===== src/rtl/apb_pkg.sv =====
// Shared types and defaults for the arbitrated APB master.
// Holds the transfer FSM states and bus width defaults.
package apb_pkg;

    localparam int ADDR_W_DEF = 6;
    localparam int DATA_W_DEF = 32;

    typedef enum logic [1:0] {
        IDLE,
        SETUP,
        ACCESS
    } state_t;

endpackage


===== src/rtl/apb_arb_master_if.sv =====
// Requester, response and APB signal bundle for apb_arb_master.
// The master modport is the DUT side; slave is the environment side.
interface apb_arb_master_if #(
    parameter int ADDR_W = apb_pkg::ADDR_W_DEF,
    parameter int DATA_W = apb_pkg::DATA_W_DEF
);

    logic              req0_valid;
    logic              req0_ready;
    logic              req0_write;
    logic [ADDR_W-1:0] req0_addr;
    logic [DATA_W-1:0] req0_wdata;
    logic              req1_valid;
    logic              req1_ready;
    logic              req1_write;
    logic [ADDR_W-1:0] req1_addr;
    logic [DATA_W-1:0] req1_wdata;

    logic              rsp0_valid;
    logic [DATA_W-1:0] rsp0_rdata;
    logic              rsp0_err;
    logic              rsp1_valid;
    logic [DATA_W-1:0] rsp1_rdata;
    logic              rsp1_err;

    logic [ADDR_W-1:0] paddr;
    logic              pwrite;
    logic [DATA_W-1:0] pwdata;
    logic              psel;
    logic              penable;
    logic [DATA_W-1:0] prdata;
    logic              pready;
    logic              pslvrr;

    modport master (
        input  req0_valid, req0_write, req0_addr, req0_wdata,
        input  req1_valid, req1_write, req1_addr, req1_wdata,
        output req0_ready, req1_ready,
        output rsp0_valid, rsp0_rdata, rsp0_err,
        output rsp1_valid, rsp1_rdata, rsp1_err,
        output paddr, pwrite, pwdata, psel, penable,
        input  prdata, pready, pslvrr
    );

    modport slave (
        output req0_valid, req0_write, req0_addr, req0_wdata,
        output req1_valid, req1_write, req1_addr, req1_wdata,
        input  req0_ready, req1_ready,
        input  rsp0_valid, rsp0_rdata, rsp0_err,
        input  rsp1_valid, rsp1_rdata, rsp1_err,
        input  paddr, pwrite, pwdata, psel, penable,
        output prdata, pready, pslvrr
    );

endinterface


===== src/rtl/apb_rr_arbiter.sv =====
// Two-way round-robin grant: on contention the requester
// not granted last wins; a lone request always wins.
module apb_rr_arbiter (
    input  logic [1:0] req,
    input  logic       last,
    output logic [1:0] gnt
);

    always_comb begin
        gnt = 2'b00;
        if (req[0] && req[1]) begin
            gnt = last ? 2'b01 : 2'b10;
        end else if (req[0]) begin
            gnt = 2'b01;
        end else if (req[1]) begin
            gnt = 2'b10;
        end
    end

endmodule


===== src/rtl/apb_arb_master.sv =====
// APB master shared by two requesters with round-robin arbitration,
// registered bus outputs and an ACCESS-phase timeout.
module apb_arb_master #(
    parameter int ADDR_W   = apb_pkg::ADDR_W_DEF,
    parameter int DATA_W   = apb_pkg::DATA_W_DEF,
    parameter int WAIT_MAX = 15
) (
    input logic              pclk,
    input logic              preset,
    apb_arb_master_if.master bus
);

    import apb_pkg::*;

    localparam int CNT_W = $clog2(WAIT_MAX + 1);
    localparam logic [CNT_W-1:0] LAST_WAIT = CNT_W'(WAIT_MAX - 1);

    state_t            state_q, state_d;
    logic [1:0]        req_v, gnt;
    logic              last_q, gnt_id_q;
    logic [CNT_W-1:0]  wait_q;
    logic              accept, done, timeout, finish;
    logic              sel_write;
    logic [ADDR_W-1:0] sel_addr;
    logic [DATA_W-1:0] sel_wdata, rd_val;

    logic              psel_q, penable_q, pwrite_q;
    logic [ADDR_W-1:0] paddr_q;
    logic [DATA_W-1:0] pwdata_q;
    logic              rsp0_valid_q, rsp0_err_q;
    logic              rsp1_valid_q, rsp1_err_q;
    logic [DATA_W-1:0] rsp0_rdata_q, rsp1_rdata_q;

    assign req_v = {bus.req1_valid, bus.req0_valid};

    apb_rr_arbiter u_arb (
        .req  (req_v),
        .last (last_q),
        .gnt  (gnt)
    );

    assign accept  = (state_q == IDLE) && (|req_v) && !preset;
    assign done    = (state_q == ACCESS) && bus.pready;
    assign timeout = (state_q == ACCESS) && !bus.pready
                   && (wait_q == LAST_WAIT);
    assign finish  = done || timeout;

    assign sel_write = gnt[1] ? bus.req1_write : bus.req0_write;
    assign sel_addr  = gnt[1] ? bus.req1_addr  : bus.req0_addr;
    assign sel_wdata = gnt[1] ? bus.req1_wdata : bus.req0_wdata;

    // Writes return zero data regardless of what the slave drives
    assign rd_val = (done && !pwrite_q) ? bus.prdata : '0;

    always_comb begin
        state_d = state_q;
        unique case (state_q)
            IDLE:    if (accept) state_d = SETUP;
            SETUP:   state_d = ACCESS;
            ACCESS:  if (finish) state_d = IDLE;
            default: state_d = IDLE;
        endcase
    end

    always_ff @(posedge pclk) begin
        if (preset) begin
            state_q      <= IDLE;
            last_q       <= 1'b1;
            gnt_id_q     <= 1'b0;
            wait_q       <= '0;
            psel_q       <= 1'b0;
            penable_q    <= 1'b0;
            pwrite_q     <= 1'b0;
            paddr_q      <= '0;
            pwdata_q     <= '0;
            rsp0_valid_q <= 1'b0;
            rsp0_err_q   <= 1'b0;
            rsp0_rdata_q <= '0;
            rsp1_valid_q <= 1'b0;
            rsp1_err_q   <= 1'b0;
            rsp1_rdata_q <= '0;
        end else begin
            state_q   <= state_d;
            psel_q    <= (state_d != IDLE);
            penable_q <= (state_d == ACCESS);
            // Counts completed ACCESS cycles of the current transfer
            if (state_q == ACCESS && state_d == ACCESS) begin
                wait_q <= wait_q + CNT_W'(1);
            end else begin
                wait_q <= '0;
            end
            if (accept) begin
                last_q   <= gnt[1];
                gnt_id_q <= gnt[1];
                pwrite_q <= sel_write;
                paddr_q  <= sel_addr;
                pwdata_q <= sel_wdata;
            end
            rsp0_valid_q <= finish && !gnt_id_q;
            rsp0_err_q   <= finish && !gnt_id_q
                         && (timeout || bus.pslvrr);
            rsp0_rdata_q <= gnt_id_q ? '0 : rd_val;
            rsp1_valid_q <= finish && gnt_id_q;
            rsp1_err_q   <= finish && gnt_id_q
                         && (timeout || bus.pslvrr);
            rsp1_rdata_q <= gnt_id_q ? rd_val : '0;
        end
    end

    assign bus.req0_ready = accept && gnt[0];
    assign bus.req1_ready = accept && gnt[1];
    assign bus.psel       = psel_q;
    assign bus.penable    = penable_q;
    assign bus.pwrite     = pwrite_q;
    assign bus.paddr      = paddr_q;
    assign bus.pwdata     = pwdata_q;
    assign bus.rsp0_valid = rsp0_valid_q;
    assign bus.rsp0_err   = rsp0_err_q;
    assign bus.rsp0_rdata = rsp0_rdata_q;
    assign bus.rsp1_valid = rsp1_valid_q;
    assign bus.rsp1_err   = rsp1_err_q;
    assign bus.rsp1_rdata = rsp1_rdata_q;

endmodule


===== src/flat_wrapper.sv =====
// flat-port wrapper written by rule: the top's interface ports become plain ports
module apb_arb_master_flat import apb_pkg::*;
#(
    parameter int ADDR_W   = apb_pkg::ADDR_W_DEF,
    parameter int DATA_W   = apb_pkg::DATA_W_DEF,
    parameter int WAIT_MAX = 15
)
  (pclk, preset, bus_req0_valid, bus_req0_write, bus_req0_addr, bus_req0_wdata, bus_req1_valid, bus_req1_write, bus_req1_addr, bus_req1_wdata, bus_req0_ready, bus_req1_ready, bus_rsp0_valid, bus_rsp0_rdata, bus_rsp0_err, bus_rsp1_valid, bus_rsp1_rdata, bus_rsp1_err, bus_paddr, bus_pwrite, bus_pwdata, bus_psel, bus_penable, bus_prdata, bus_pready, bus_pslvrr);
  apb_arb_master_if #(.ADDR_W(ADDR_W), .DATA_W(DATA_W)) bus_i ();
  input logic pclk;
  input logic preset;
  input wire logic [$bits(bus_i.req0_valid)-1:0] bus_req0_valid;
  input wire logic [$bits(bus_i.req0_write)-1:0] bus_req0_write;
  input wire logic [$bits(bus_i.req0_addr)-1:0] bus_req0_addr;
  input wire logic [$bits(bus_i.req0_wdata)-1:0] bus_req0_wdata;
  input wire logic [$bits(bus_i.req1_valid)-1:0] bus_req1_valid;
  input wire logic [$bits(bus_i.req1_write)-1:0] bus_req1_write;
  input wire logic [$bits(bus_i.req1_addr)-1:0] bus_req1_addr;
  input wire logic [$bits(bus_i.req1_wdata)-1:0] bus_req1_wdata;
  output wire logic [$bits(bus_i.req0_ready)-1:0] bus_req0_ready;
  output wire logic [$bits(bus_i.req1_ready)-1:0] bus_req1_ready;
  output wire logic [$bits(bus_i.rsp0_valid)-1:0] bus_rsp0_valid;
  output wire logic [$bits(bus_i.rsp0_rdata)-1:0] bus_rsp0_rdata;
  output wire logic [$bits(bus_i.rsp0_err)-1:0] bus_rsp0_err;
  output wire logic [$bits(bus_i.rsp1_valid)-1:0] bus_rsp1_valid;
  output wire logic [$bits(bus_i.rsp1_rdata)-1:0] bus_rsp1_rdata;
  output wire logic [$bits(bus_i.rsp1_err)-1:0] bus_rsp1_err;
  output wire logic [$bits(bus_i.paddr)-1:0] bus_paddr;
  output wire logic [$bits(bus_i.pwrite)-1:0] bus_pwrite;
  output wire logic [$bits(bus_i.pwdata)-1:0] bus_pwdata;
  output wire logic [$bits(bus_i.psel)-1:0] bus_psel;
  output wire logic [$bits(bus_i.penable)-1:0] bus_penable;
  input wire logic [$bits(bus_i.prdata)-1:0] bus_prdata;
  input wire logic [$bits(bus_i.pready)-1:0] bus_pready;
  input wire logic [$bits(bus_i.pslvrr)-1:0] bus_pslvrr;
  assign bus_i.req0_valid = bus_req0_valid;
  assign bus_i.req0_write = bus_req0_write;
  assign bus_i.req0_addr = bus_req0_addr;
  assign bus_i.req0_wdata = bus_req0_wdata;
  assign bus_i.req1_valid = bus_req1_valid;
  assign bus_i.req1_write = bus_req1_write;
  assign bus_i.req1_addr = bus_req1_addr;
  assign bus_i.req1_wdata = bus_req1_wdata;
  assign bus_req0_ready = bus_i.req0_ready;
  assign bus_req1_ready = bus_i.req1_ready;
  assign bus_rsp0_valid = bus_i.rsp0_valid;
  assign bus_rsp0_rdata = bus_i.rsp0_rdata;
  assign bus_rsp0_err = bus_i.rsp0_err;
  assign bus_rsp1_valid = bus_i.rsp1_valid;
  assign bus_rsp1_rdata = bus_i.rsp1_rdata;
  assign bus_rsp1_err = bus_i.rsp1_err;
  assign bus_paddr = bus_i.paddr;
  assign bus_pwrite = bus_i.pwrite;
  assign bus_pwdata = bus_i.pwdata;
  assign bus_psel = bus_i.psel;
  assign bus_penable = bus_i.penable;
  assign bus_i.prdata = bus_prdata;
  assign bus_i.pready = bus_pready;
  assign bus_i.pslvrr = bus_pslvrr;
  apb_arb_master #(.ADDR_W(ADDR_W), .DATA_W(DATA_W), .WAIT_MAX(WAIT_MAX)) u_core (.pclk(pclk), .preset(preset), .bus(bus_i));
endmodule

===== config.mk =====
export PLATFORM = sky130hd
export DESIGN_NAME = apb_arb_master_flat
export DESIGN_NICKNAME = d
export VERILOG_FILES = /design/src/rtl/apb_pkg.sv /design/src/rtl/apb_arb_master_if.sv /design/src/rtl/apb_rr_arbiter.sv /design/src/rtl/apb_arb_master.sv /design/src/flat_wrapper.sv
export SDC_FILE = /design/constraint.sdc
export NUM_CORES = 1
export LEC_CHECK = 0
export ABC_CLOCK_PERIOD_IN_PS = 3700
export BUFFER_PORTS_ARGS = -buffer_cell sky130_fd_sc_hd__buf_2
export CAP_MARGIN = 20
export CORE_ASPECT_RATIO = 0.6
export CORE_MARGIN = 1.5
export CORE_UTILIZATION = 47
export DETAILED_ROUTE_END_ITERATION = 7
export PLACE_DENSITY = 0.84
export SETUP_SLACK_MARGIN = 0.1
export SKIP_CTS_REPAIR_TIMING = 1
export SYNTH_ARGS = -nofsm -noshare
export SYNTH_HDL_FRONTEND = slang
export SYNTH_SLANG_ARGS = --single-unit

===== constraint.sdc =====
create_clock -name pclk -period 3.7 [get_ports pclk]
set_clock_uncertainty 0.1 [all_clocks]
set_input_delay 0.74 -clock pclk [delete_from_list [all_inputs] [get_ports pclk]]
set_output_delay 0.74 -clock pclk [all_outputs]
set_load 0.005 [all_outputs]

# After elaboration in Yosys (flattened, before gate mapping)

Index checks and enable logic that the tools add are counted.
Widths: inputs -> output; s select.

Flip-flop bits (word level): 117
Input bits: 116
Output and inout port bits: 111
Logic and storage cells: 59

$add $sub $neg: 1
Equality and inequality tests: 4
Mux-type cells: 11
Bitwise operators: 2
Reductions and logical operators: 26

Operator list:

| operator            | count |
|---|---|
| $mux 32             | 2 |
| $logic_and 1x1->1   | 14 |
| $mux 2              | 6 |
| $reduce_or 2->1     | 4 |
| $mux 6              | 1 |
| $pmux 2 s3          | 1 |
| $add 4x1->4 const B | 1 |
| $eq 2x2->1 const B  | 2 |
| $eq 4x4->1 const B  | 1 |
| $logic_not 1->1     | 4 |
| $eq 2x1->1 const B  | 1 |
| $logic_not 2->1     | 1 |
| $logic_or 1x1->1    | 2 |
| $not 1->1           | 2 |
| $reduce_bool 2->1   | 1 |
| $mux 1              | 1 |

# Depth between registers and ports, before layout

Gate-level depths: netlist of run 1.

Depth after elaboration: 10
Depth in mapped cells: 6
Mapped depth without buffers: 5

# By module

Synthesis of run 1 repeated with hierarchy kept, for this count alone.

Cells, all modules: 367
Area total of the unflattened synthesis: 4001.3 sq um

Modules (own cells, without submodules):

| module         | instances | cells an instance | area each (sq um) | seq. area each (sq um) |
|---|---|---|---|---|
| apb_arb_master | 1         | 364               | 3982.6            | 2342.2 |
| apb_rr_arbiter | 1         | 3                 | 18.8              | 0.0 |

# Least setup slack after synthesis of run 1

OpenSTA, ideal clock, no wires.

Kind: input port to output port
Start point: input bus_req0_valid
End point: output bus_req0_ready
Data arrival time: 1742 ps
Data required time: 2860 ps
Path slack: 1118 ps
Cell stages on the path: 5
Buffers on the path: 3
Cell sequence: buf_2 or3b_1 clkbuf_1 clkbuf_1 nor3_1

Cells in the longest elaborated chain, start to end: 4
Elaborated cells between the ends (all ways): 7
Classes of those cells: mux: 2; reduce/logical: 5

Ends and longest elaborated chain:

| element                         | line                  | RTL |
|---|---|---|
| from (decl)                     | flat_wrapper.sv:12    | `input wire logic [$bits(bus_i.req0_valid)-1:0] bus_req0_valid;` |
| $reduce_or 2->1                 | apb_arb_master.sv:42  | `assign accept = (state_q == IDLE) && (\|req_v) && !preset;` |
| $logic_and 1x1->1 (2 in series) | apb_arb_master.sv:42  |  |
| $logic_and 1x1->1 (*)           | apb_arb_master.sv:110 | `assign bus.req0_ready = accept && gnt[0];` |
| to (decl)                       | flat_wrapper.sv:20    | `output wire logic [$bits(bus_i.req0_ready)-1:0] bus_req0_ready;` |

Mark *: on every way between the ends. The rest lies on a longest branch, timed or not.

# Worst setup path in the final report of run 1

Start point: input bus_req0_valid
End point: output bus_req1_ready

Cells in the longest elaborated chain, start to end: 4
Elaborated cells between the ends (all ways): 7
Classes of those cells: mux: 2; reduce/logical: 5

Ends and longest elaborated chain:

| element                         | line                  | RTL |
|---|---|---|
| $reduce_or 2->1                 | apb_arb_master.sv:42  |  |
| $logic_and 1x1->1 (2 in series) | apb_arb_master.sv:42  |  |
| $logic_and 1x1->1 (*)           | apb_arb_master.sv:111 | `assign bus.req1_ready = accept && gnt[1];` |
| to (decl)                       | flat_wrapper.sv:21    | `output wire logic [$bits(bus_i.req1_ready)-1:0] bus_req1_ready;` |

Marked as above.

==> results of run 1 <==
stage by stage:
| stage | total power, mW | setup slack [ns] | instances | hold WS, ns | cell area, um^2 |
|---|---|---|---|---|---|
| after floorplan | 1.59 | 1.12 | 423 | 0.330 | 4120 |
| after global placement | 1.75 | 0.964 | 724 | 0.340 | 5270 |
| after detailed placement | 1.76 | 0.843 | 724 | 0.355 | 5270 |
| after CTS | 3.41 | 1.07 | 756 | 0.368 | 5870 |
| after global routing | 3.51 | 0.964 | 756 | 0.408 | 5870 |
| final | 3.39 | 1.05 | 756 | 0.364 | 5870 |
cell families (layout without fill, tap and decap cells):
group | Yosys count | count (layout) | synth area share, %
AO/OA/AOI/OAI | 86 | 86 | 13.1
XOR/XNOR | 2 | 2 | 0.425
adder cells (fa/ha/maj) | 2 | 2 | 0.608
buffers and inverters | 45 | 266 | 4.38
flip-flops | 117 | 117 | 56.9
AND/OR/NAND/NOR | 171 | 171 | 24.6
how the worst min path moves through the flow:
stage	start	endpoint	slack [ns]	depth (start not counted)
floorplan	u_core.wait_q[0]	u_core.wait_q[0]	0.33	1
global placement	u_core.wait_q[0]	u_core.wait_q[0]	0.34	1
detailed placement	u_core.wait_q[0]	u_core.wait_q[0]	0.36	1
CTS	u_core.wait_q[0]	u_core.wait_q[0]	0.37	1
global route	u_core.wait_q[0]	u_core.wait_q[0]	0.41	1
finish	u_core.wait_q[0]	u_core.wait_q[0]	0.36	1
area by class of cell:
type | count | area, um^2 | area share, %
Clock buffer | 19 | 443 | 7.55
Clock inverter | 13 | 156 | 2.66
Inverter | 1 | 3.75 | 0.0640
Multi-Input combinational cell | 261 | 1600 | 27.3
Sequential cell | 117 | 2340 | 39.9
Tap cell | 112 | 140 | 2.39
Timing Repair Buffer | 233 | 1180 | 20.2
layout by cell type, fill, tap and decap left out:
cell / count
buf_2: 226
dfxtp_1: 117
and2_1: 64
nor3_1: 42
a21oi_1: 41
a211oi_1: 39
nor4_1: 39
clkbuf_16: 17
nor2_1: 10
buf_4: 7
clkinvlp_4: 5
nand2_1: 4
clkinv_2: 4
bufinv_16: 3
and4b_1: 2
o21ai_0: 2
ha_1: 2
inv_1: 1
or3b_1: 1
nor2b_2: 1
or3b_2: 1
a21o_1: 1
or3b_4: 1
nor4b_4: 1
nor2_2: 1
or2_2: 1
nor3b_1: 1
a31oi_1: 1
xnor2_1: 1
nand2b_1: 1
o31ai_1: 1
nand3_1: 1
xor2_1: 1
a211o_1: 1
clkbuf_1: 1
clkbuf_8: 1
inv_6: 1
metal layers:
layer	wire length, um	GRT usage, %	part of all wire [%]
met1	5020	30.9	42
met2	5820	39.5	49
met3	816	6.89	6.9
met4	148	9.83	1.3
met5	0	0	0
state kept, by name, summed over array words and instances (netlist names), 2 cells and up:
name,count
u_core.wait_q,4
u_core.state_q,2
u_core.bus.rsp1_rdata,32
u_core.bus.paddr,6
u_core.bus.rsp0_rdata,32
u_core.bus.pwdata,32
worst reg2reg max path: stages, from the launching register on:
cell and delay [ns]:
dfxtp_1 0.43, nor3b_1 0.35, and4b_1 0.89, and2_1 0.25
power by group:
| group | internal, mW | switching, mW |
|---|---|---|
| Combinational | 0.167 | 0.206 |
| Sequential | 1.33 | 0.0386 |
| Clock | 1.07 | 0.575 |
| Total | 2.57 | 0.819 |
==> results.txt, run 1 <==
The flow ran to the end, and the final reports show no timing, DRC or antenna violations. The worst hold-check path type was reg -> reg. Category of the worst setup path capture point: a primary output. For this run, the post-layout net count is 749.

For this run, the top clock speed supported by timing is 377 MHz. The first-iteration detailed-routing DRC count is 299. The clock slew at the register clock pins of the worst setup and hold paths was 0.06 ns. In this run the remaining antenna-violating nets after routing total 0.

Aggregate negative setup slack: 0 ns. The level count of the clock H-tree came out at 4. Yosys instantiated no cell more often than dfxtp_1. The critical path crosses 5 cells after its start point. The floorplan die width is 124 um, and the number of nets produced by synthesis is 541. Averaged over all synthesized cells, the footprint is 9.73 um^2.

The top-area cell type share of the netlist area came out at 56.9%. In the synthesized netlist, the cells that appear most often are dfxtp_1 (117), and2_1 (64), nor3_1 (42). The tools report the capture point of the critical path as bus_req1_ready. The root buffer cell is clkbuf_16. The delay contributed by the slowest stage of the critical path came out at 0.35 ns. The max-cap violation count was 0; the leakage dissipation was 2.77 nW. For the detailed-placement wirelength estimate, the log shows 8.07 mm. Buffers placed on the I/O ports in this run total 226. After synthesis the netlist holds a flip-flop and latch count of 117. The first detailed-routing pass took 4 iterations. The total clock buffers created by CTS was 17; the routed via count divided by cell count was 5.27. At the worst endpoint, the required time is 2.86 ns. CTS saw 117 sinks.

The overall via count from detail_route was 3984; the power per cell area was 577 nW/um^2. The proportion of layout cells with a drive suffix above 1 was 41.9%. The area of the mapped netlist is 4120 um^2, and the boundary pin count is 227. In the synthesized netlist the async set-or-reset flop fraction comes to 0%. Share of the yosys chip area belonging to registers: 56.9%. The number of antenna violations at the first check in global routing was 0; the synthesis-to-finish area growth was 42.5%.

The tools report the number of remaining DRC errors as 0. Data on the critical path arrives at its endpoint at 1.81 ns. Dividing the detail-routed wire length by the instance count gives 15.6 um.

Counting stages on the worst path, the most repeated cell is buf_2. The slowest stage of the critical path belongs to the cell buf_4. Dividing the final minimum period by the clock period gives 71.7%.

The run gives 3529 as the via count of the first global-routing pass. Setup violations remaining at the end of the flow were counted as 0. The setup check on the worst reg-to-reg path leaves a slack of 1.62 ns.

The critical-path maximum fanout works out to 24. The tools report the wire length after detailed routing as 11.8 mm. The floorplan die area was 9350 um^2.

The number of warnings printed during yosys synthesis came out at 0. The dominant delay contributor by cell family on the critical path was buffers and inverters. Counting the fill cells in the layout gives 642.

The library cell with the largest summed area after synthesis was dfxtp_1. The tools report the starting density of the core as 48.5%. The maximum clock insertion buffer count came out at 2. The worst-case reg-to-reg path depth was 3; the final weighted congestion in routability-driven placement was 0.814. For the pin with the worst max-slew slack, the measured transition is 0.959 ns. The worst register-to-register path ends at u_core.bus.rsp1_rdata[13]. For this run, the leading register cell type out of synthesis is dfxtp_1.

For the peak ir drop on the vdd network, the log shows 0.000378 V. The post-synthesis cell type count is 31, and the overall die height is 75.5 um. For the finished layout, the period the worst path requires is 2.65 ns. The worst setup path is launched from a primary input. At the later pin of the worst-skew pair, clock insertion delay measures 0.40 ns. Setup repair after global routing left no endpoint under its margin.

The start point of the critical path was bus_req0_valid. The number of enable-type register cells in the synthesized netlist works out to 0. The first global-routing pass estimated 17.3 mm of wire. For the number of pins with negative max-slew slack in the final report, the log shows 0.

The largest net degree at the start of global routing came out at 50. The critical path class is in -> out. TritonCTS built the clock tree. The worst slew margin relative to its limit is 36.1%. The tools report the launch point of the worst reg-to-reg path as u_core.state_q[1]. In the post-synthesis netlist, the biggest area contributors are dfxtp_1 (57%), and2_1 (9.7%), a211oi_1 (7.1%), nor4_1 (5.9%), nor3_1 (5.1%). 0 antenna diodes ended up in the layout. The number of core rows was 26.

Once layout is complete, the utilization of the core stands at 69.1%. The logs give 0 for the number of endpoints with negative hold slack in the final report and 423 for the synthesized instance count. The run gives 0 as the sum of overflow across all layers after global routing. The floorplan step defined a core boundary enclosing 8490 um^2. Global routing used 24.2% of the available tracks. Counting both buffers and inverters, the worst setup path holds a total of 3.

Traced cell by cell, the critical path runs through buf_2, buf_4, a21o_1, nor2_1, buf_2.
(Power assumes the default switching activity.)
==> run 2: changes to the inputs <==
--- a/config.mk
+++ b/config.mk
@@ -5,14 +5,14 @@
 export SDC_FILE = /design/constraint.sdc
 export NUM_CORES = 1
 export LEC_CHECK = 0
-export ABC_CLOCK_PERIOD_IN_PS = 3700
+export ABC_CLOCK_PERIOD_IN_PS = 2500
 export BUFFER_PORTS_ARGS = -buffer_cell sky130_fd_sc_hd__buf_2
 export CAP_MARGIN = 20
 export CORE_ASPECT_RATIO = 0.6
 export CORE_MARGIN = 1.5
-export CORE_UTILIZATION = 47
+export CORE_UTILIZATION = 44
 export DETAILED_ROUTE_END_ITERATION = 7
-export PLACE_DENSITY = 0.84
+export PLACE_DENSITY = 0.79
 export SETUP_SLACK_MARGIN = 0.1
 export SKIP_CTS_REPAIR_TIMING = 1
 export SYNTH_ARGS = -nofsm -noshare
==> constraint.sdc (replaced) <==
create_clock -name pclk -period 2.5 [get_ports pclk]
set_clock_uncertainty 0.1 [all_clocks]
set_input_delay 0.5 -clock pclk [delete_from_list [all_inputs] [get_ports pclk]]
set_output_delay 0.5 -clock pclk [all_outputs]
set_load 0.005 [all_outputs]
==> results.txt, run 2 (synthesis results as in run 1) <==
The flow ran to the end, and the final reports show no timing, DRC or antenna violations. The average wire per cell in the routed design came out at 15.2 um (-2.9%). Clock net sink count: 117 (unchanged). Setup repair after global routing left no endpoint under its margin. The post-route clock period utilization was 90.1%.

The critical path is of the reg -> out type. The antenna diode count was 0 (unchanged). In the layout the commonest cells are buf_2 (226), dfxtp_1 (117), and2_1 (64), nor3_1 (42), a21oi_1 (41). For the area occupied by multi-input gates, the log shows 1600 um^2 (unchanged). STA classifies the critical path startpoint as a register.

The run gives 0 (unchanged) as the number of pins with negative max-slew slack in the final report. The wire length after detailed routing came out at 11.6 mm (-1.6%). TritonCTS built the clock tree.

First-iteration detailed-routing DRC count: 308 (+3.0%). The arrival time of data at the critical path endpoint was 1.65 ns (-0.16 ns). The measured slew at the worst slew-check pin works out to 0.445 ns (-0.514 ns). The total clock buffers created by CTS is 17 (unchanged). The run gives 0 (unchanged) as the sum of overflow across all layers after global routing. The level count of the clock H-tree was 4 (unchanged). The reported net switching power came out at 1.23 mW (+50%).

The run gives 0 (unchanged) as the max-cap violation count. The total area of sequential cells was 2340 um^2 (unchanged). For the internal power contribution, the log shows 3.79 mW (+48%).

The switching fraction of total power is 24.5% (+0.35 points), and the power per cell area is 848 nW/um^2 (+47%). The logs give 45.1% (-3.4 points) for the starting density of the core and 444 MHz for the maximum achievable frequency. Critical-path maximum fanout: 7 (-71%). The clock slew at the register clock pins of the worst setup and hold paths is 0.05 ns (about the same). The via count of the first global-routing pass is 3808 (+7.9%).

The worst hold-check path type was in -> reg. First-pass GRT wire length: 18.4 mm (+6.0%). For the leakage dissipation, the log shows 2.81 nW (+1.5%). Register share of total power: 40.2% (-0.2 points). The overall routing resource usage is 23.1% (-1.1 points), and the insertion delay to the later sink of the worst-skew pair is 0.39 ns (about the same).

The final weighted congestion in routability-driven placement is 0.884 (+8.5%). The peak ir drop on the vdd network was 0.000544 V (+44%). The count of TritonRoute iterations in the first routing pass came out at 5 (+1).

The overall die height was 77.9 um (+3.2%). Worst slew margin relative to its limit: 70.4% (+34 points). The tree is rooted in a clkbuf_16.

The maximum clock insertion buffer count was 2 (unchanged). The floorplan die width is 128 um (+3.3%). The run gives 1.90 ns (-0.96 ns) as the required time at the worst-slack endpoint.

The share of total power in the clock network is 48.6% (about the same). The final count of negative-setup-slack endpoints is 0 (unchanged), and the number of inserted filler cells in the final layout is 765 (+19%). The run gives 27 (+3.8%) as the number of core rows.

STA classifies the critical path endpoint as a primary output. The tools report the number of antenna violations at the first check in global routing as 1 (+1). Number of endpoints with negative hold slack in the final report: 0 (unchanged). The proportion of layout cells with a drive suffix above 1 came out at 42.6% (+0.69 points).

The number of port buffers came out at 226 (unchanged). The logs give 11.1% (about the same) for the combinational cell fraction of total power and 227 (unchanged) for the boundary pin count. Leaving out fill and tap cells, the most frequent cell in the layout is buf_2.

The routed via count divided by cell count was 5.27 (about the same); the overall power after layout was 5.03 mW (+48%). After layout, the minimum clock period comes to 2.25 ns. For the aggregate negative setup slack, the log shows 0 ns (unchanged).

The floorplan die area is 9970 um^2 (+6.6%), and the core area is 9120 um^2 (+7.4%). From synthesis to final layout, the design area changed by 43.9%. For the detailed-placement wirelength estimate, the log shows 8.13 mm (+0.78%). The number of antenna-violating nets in the routed design was 0 (unchanged). The number of remaining DRC errors was 0 (unchanged).

The largest net degree at the start of global routing was 42 (-16%). Overall via count from detail_route: 4038 (+1.4%). The net count of the finished layout came out at 755 (+0.80%).
-- run 2: power by group through the flow --
stage	sequential, mW	combinational (mW)	clock (mW)
5_1_grt	2.03	0.619	2.58
6_report	2.02	0.560	2.44
4_1_cts	2.02	0.558	2.48
3_3_place_gp	2.06	0.543	0
3_5_place_dp	2.06	0.555	0
2_1_floorplan	2.06	0.291	0
-- run 2: per-layer routing --
layer / up-vias / track usage [%] / part of all wire (%)
li1: 1941 / - / -
met1: 1867 / 30.3 / 44
met2: 197 / 36.3 / 47
met3: 33 / 6.07 / 7.0
met4: 0 / 9.44 / 2.3
met5: - / 0 / 0
-- run 2: cell type report --
type	count	share of cell area [%]
clock buffer	17	7.18
tap	116	2.45
inverter	1	0.0633
sequential	117	39.5
timing repair buffer	239	20.7
multi-input combinational	261	27.0
clock inverter	15	3.06
-- run 2: through the flow --
step                      cells  utilization [%]  cell area (um^2)  hold WS, ns  worst slack, ns
after global placement      734             58.3              5320        0.340            0.487
final                       766             65.0              5930        0.215            0.248
after detailed placement    734             58.3              5320        0.360            0.427
after global routing        766             65.0              5930        0.194            0.171
after floorplan             423                -              4120        0.330            0.398
after CTS                   766             65.0              5930        0.197            0.221
-- run 2: worst paths after layout --
| path | from | to | slack, ns | cells after the start |
|---|---|---|---|---|
| hold / removal | bus_prdata[2] | u_core.bus.rsp0_rdata[2] | 0.22 | 2 |
| hold reg to reg | u_core.wait_q[0] | u_core.wait_q[0] | 0.37 | 1 |
| setup / recovery | u_core.state_q[0] | bus_req1_ready | 0.25 | 4 |
| setup reg to reg | u_core.state_q[1] | u_core.bus.rsp0_rdata[7] | 0.71 | 4 |
-- run 2: worst max-delay path, cell delays in order, from the launching register on --
cell	delay [ns]
dfxtp_1	0.38
or3b_2	0.50
a21o_1	0.18
nor2_1	0.09
buf_2	0.12
==> run 3: changes to the inputs <==
--- a/config.mk
+++ b/config.mk
@@ -12,9 +12,10 @@
 export CORE_MARGIN = 1.5
 export CORE_UTILIZATION = 44
 export DETAILED_ROUTE_END_ITERATION = 7
-export PLACE_DENSITY = 0.79
+export PLACE_DENSITY = 0.8
 export SETUP_SLACK_MARGIN = 0.1
 export SKIP_CTS_REPAIR_TIMING = 1
 export SYNTH_ARGS = -nofsm -noshare
 export SYNTH_HDL_FRONTEND = slang
+export SYNTH_HIERARCHICAL = 1
 export SYNTH_SLANG_ARGS = --single-unit
==> results.txt, run 3 <==
For the number of warnings printed during yosys synthesis, the log shows 6 (+6). The cell sitting at the root of the clock tree is a clkbuf_16. The final count of negative-setup-slack endpoints came out at 0 (unchanged). Setup repair after global routing left no endpoint under its margin. Starting density of the core: 46.2% (+1.1 points).

The maximum achievable frequency is 476 MHz (+7.1%), and the overall power after layout is 4.91 mW (-2.3%). The arrival time of data at the critical path endpoint came out at 1.50 ns (-0.15 ns). The hold slack came out at 0.204 ns (-0.0108 ns). The tools report the floorplan die area as 9690 um^2 (-2.7%).

The logs give 58.5% (+1.7 points) for the share of the yosys chip area belonging to registers and 367 (-13%) for the synthesized instance count. The run gives 0.000586 V (+7.6%) as the peak ir drop on the vdd network. The min-delay analysis places its worst path in the category in -> reg. The overall routing resource usage is 21.5% (-1.6 points). The run gives 4 (unchanged) as the level count of the clock H-tree.

The number of endpoints with negative hold slack in the final report came out at 0 (unchanged). The average instance area after synthesis was 10.9 um^2 (+12%); the worst slew margin relative to its limit was 54.9% (-16 points). For the detailed-placement wirelength estimate, the log shows 7.48 mm (-8.0%). By count the netlist is led by dfxtp_1 (117), and2_1 (64), a21oi_1 (40). Largest net degree at the start of global routing: 45 (+7.1%). The insertion delay to the later sink of the worst-skew pair was 0.40 ns (about the same).

Count of state elements after synthesis: 117 (unchanged). The boundary pin count is 227 (unchanged), and the max-cap violation count is 0 (unchanged). The run gives 117 (unchanged) as the clock net sink count. Maximum clock insertion buffer count: 2 (unchanged). The measured slew at the worst slew-check pin was 0.676 ns (+0.232 ns). The wire length after detailed routing was 10.1 mm (-13%).

For the leakage dissipation, the log shows 2.89 nW (+2.8%). The post-route cell area was 5850 um^2 (-1.3%). The number of port buffers was 226 (unchanged); the worst-case setup margin in the final layout was 0.397 ns (+0.149 ns).

The floorplan die width works out to 126 um (-1.4%). The non-filler instance count after layout is 716 (-6.5%), and the number of enable-type register cells in the synthesized netlist is 0 (unchanged). For the final core utilization, the log shows 67.6% (+2.6 points).

The worst setup path is launched from a primary input. The proportion of layout cells with a drive suffix above 1 was 45.0% (+2.4 points). The category of the worst setup path capture point is a primary output.

The run gives 33 (+6.5%) as the post-synthesis cell type count. First-iteration detailed-routing DRC count: 129 (-58%). The area after detailed placement was 5240 um^2 (-1.6%). Average wire per cell in the routed design: 14.1 um (-6.7%). The fraction of registers with async set or reset after synthesis is 0% (unchanged). The number of core rows is 26 (-3.7%), and the post-route clock period utilization is 84.1% (-6.0 points). Number of inserted filler cells in the final layout: 692 (-9.5%).

Compared with the post-synthesis result, the final layout area differs by 46.2%. The required time at the worst-slack endpoint is 1.90 ns (about the same). The critical path class was in -> out. Of all cell types, the one taking the most synthesized area is dfxtp_1.

The number of antenna violations at the first check in global routing was 0 (-1). The power per cell area is 839 nW/um^2 (-1.0%), and the count of TritonRoute iterations in the first routing pass is 7 (+2). The flow ran to the end, but the final reports show violations. The net count of the finished layout is 709 (-6.1%). Number of antenna-violating nets in the routed design: 0 (unchanged). The tools report the via count of the first global-routing pass as 3452 (-9.3%). The top-area cell type share of the netlist area is 58.5% (+1.7 points). The shortest period the worst path allows works out to 2.10 ns (-0.149 ns). Final weighted congestion in routability-driven placement: 0.728 (-18%).

Leaving out fill and tap cells, the most frequent cells in the layout are buf_2 (226), dfxtp_1 (117), and2_1 (64), a21oi_1 (40). The number of remaining DRC errors was 10 (+10); the critical-path maximum fanout was 24 (+17). The logs give 485 (-10%) for the number of nets produced by synthesis and 0 ns (unchanged) for the aggregate negative setup slack. The run gives 3455 (-14%) as the overall via count from detail_route. The tools report the total clock buffers created by CTS as 17 (unchanged). Ranked by total cell area, the synthesized netlist is headed by dfxtp_1 (59%), and2_1 (10%), mux2i_1 (9.8%), a211oi_1 (7.3%), a21oi_1 (5.0%). The tools report the worst slack at placement as 0.348 ns (-0.0787 ns).

The clock slew at the register clock pins of the worst setup and hold paths came out at 0.06 ns (about the same). The commonest register cell after synthesis was dfxtp_1. The tools report the sum of overflow across all layers after global routing as 0 (unchanged). TritonCTS built the clock tree. The final reports fail on design-rule violations. The tools report the number of pins with negative max-slew slack in the final report as 0 (unchanged). The run gives 684 (-6.8%) as the total placed cells including tap cells.

The overall die height came out at 76.9 um (-1.4%). The library cell used most frequently in the layout, excluding fill and tap cells, is buf_2. The first-pass GRT wire length came out at 16.5 mm (-10%). The antenna diode count is 0 (unchanged), and the area of the mapped netlist is 4000 um^2 (-2.8%). The core area was 8650 um^2 (-5.1%); the routed via count divided by cell count was 4.83 (-8.5%). By instance count, the leading cell after synthesis is dfxtp_1.
[run 3: cell count changes after synthesis, moves of 2 or more]
cell	change
and3_1	+2
buf_1	+2
buf_2	-5
clkbuf_1	-12
inv_1	+2
mux2i_1	+39
nor2_1	-4
nor3_1	-40
nor4_1	-39
[run 3: worst paths after layout]
check                                    to  depth (start not counted)  slack, ns               from
setup / recovery             bus_req1_ready                          4       0.40     bus_req1_valid
hold / removal     u_core/bus.rsp0_rdata[7]                          2       0.20      bus_prdata[7]
setup reg to reg  u_core/bus.rsp0_rdata[30]                          4       0.68  u_core/state_q[1]
hold reg to reg            u_core/wait_q[0]                          1       0.38   u_core/wait_q[0]
[run 3: final cells by class]
type / instances / area, um^2 / share of cell area, %
Clock buffer: 18 / 439 / 7.50
Clock inverter: 14 / 176 / 3.01
Inverter: 4 / 15.0 / 0.257
Multi-Input combinational cell: 217 / 1550 / 26.4
Sequential cell: 117 / 2340 / 40.0
Tap cell: 112 / 140 / 2.39
Timing Repair Buffer: 234 / 1190 / 20.4
[run 3: per-layer routing]
layer	part of all wire [%]	vias up	global-route usage, %
met1	44	1568	25.9
met3	6.5	24	6.28
met2	47	134	35.6
li1	-	1729	-
met5	0	-	0
met4	2.2	0	10.3
[run 3: worst max-delay path: stages]
cell,delay [ns]
buf_2,0.11
or2_2,0.48
and3_1,0.27
buf_2,0.13
[run 3: cell families (layout without fill, tap and decap cells)]
logic type,Yosys count,count (layout),share of synthesized area [%]
DFF,117,117,58.5
adders and majority gates,2,2,0.625
and+or+nand+nor,87,87,13.7
xor gates and xnor gates,2,2,0.438
buffers and inverters,33,270,3.22
AOI/OAI and AO/OA,87,87,13.7
muxes,39,39,9.76
[run 3: power by group]
part           internal, mW  leakage, nW  switching [mW]
Clock                  1.60        0.286           0.861
Combinational         0.228         1.65           0.226
Sequential             1.95        0.952          0.0468
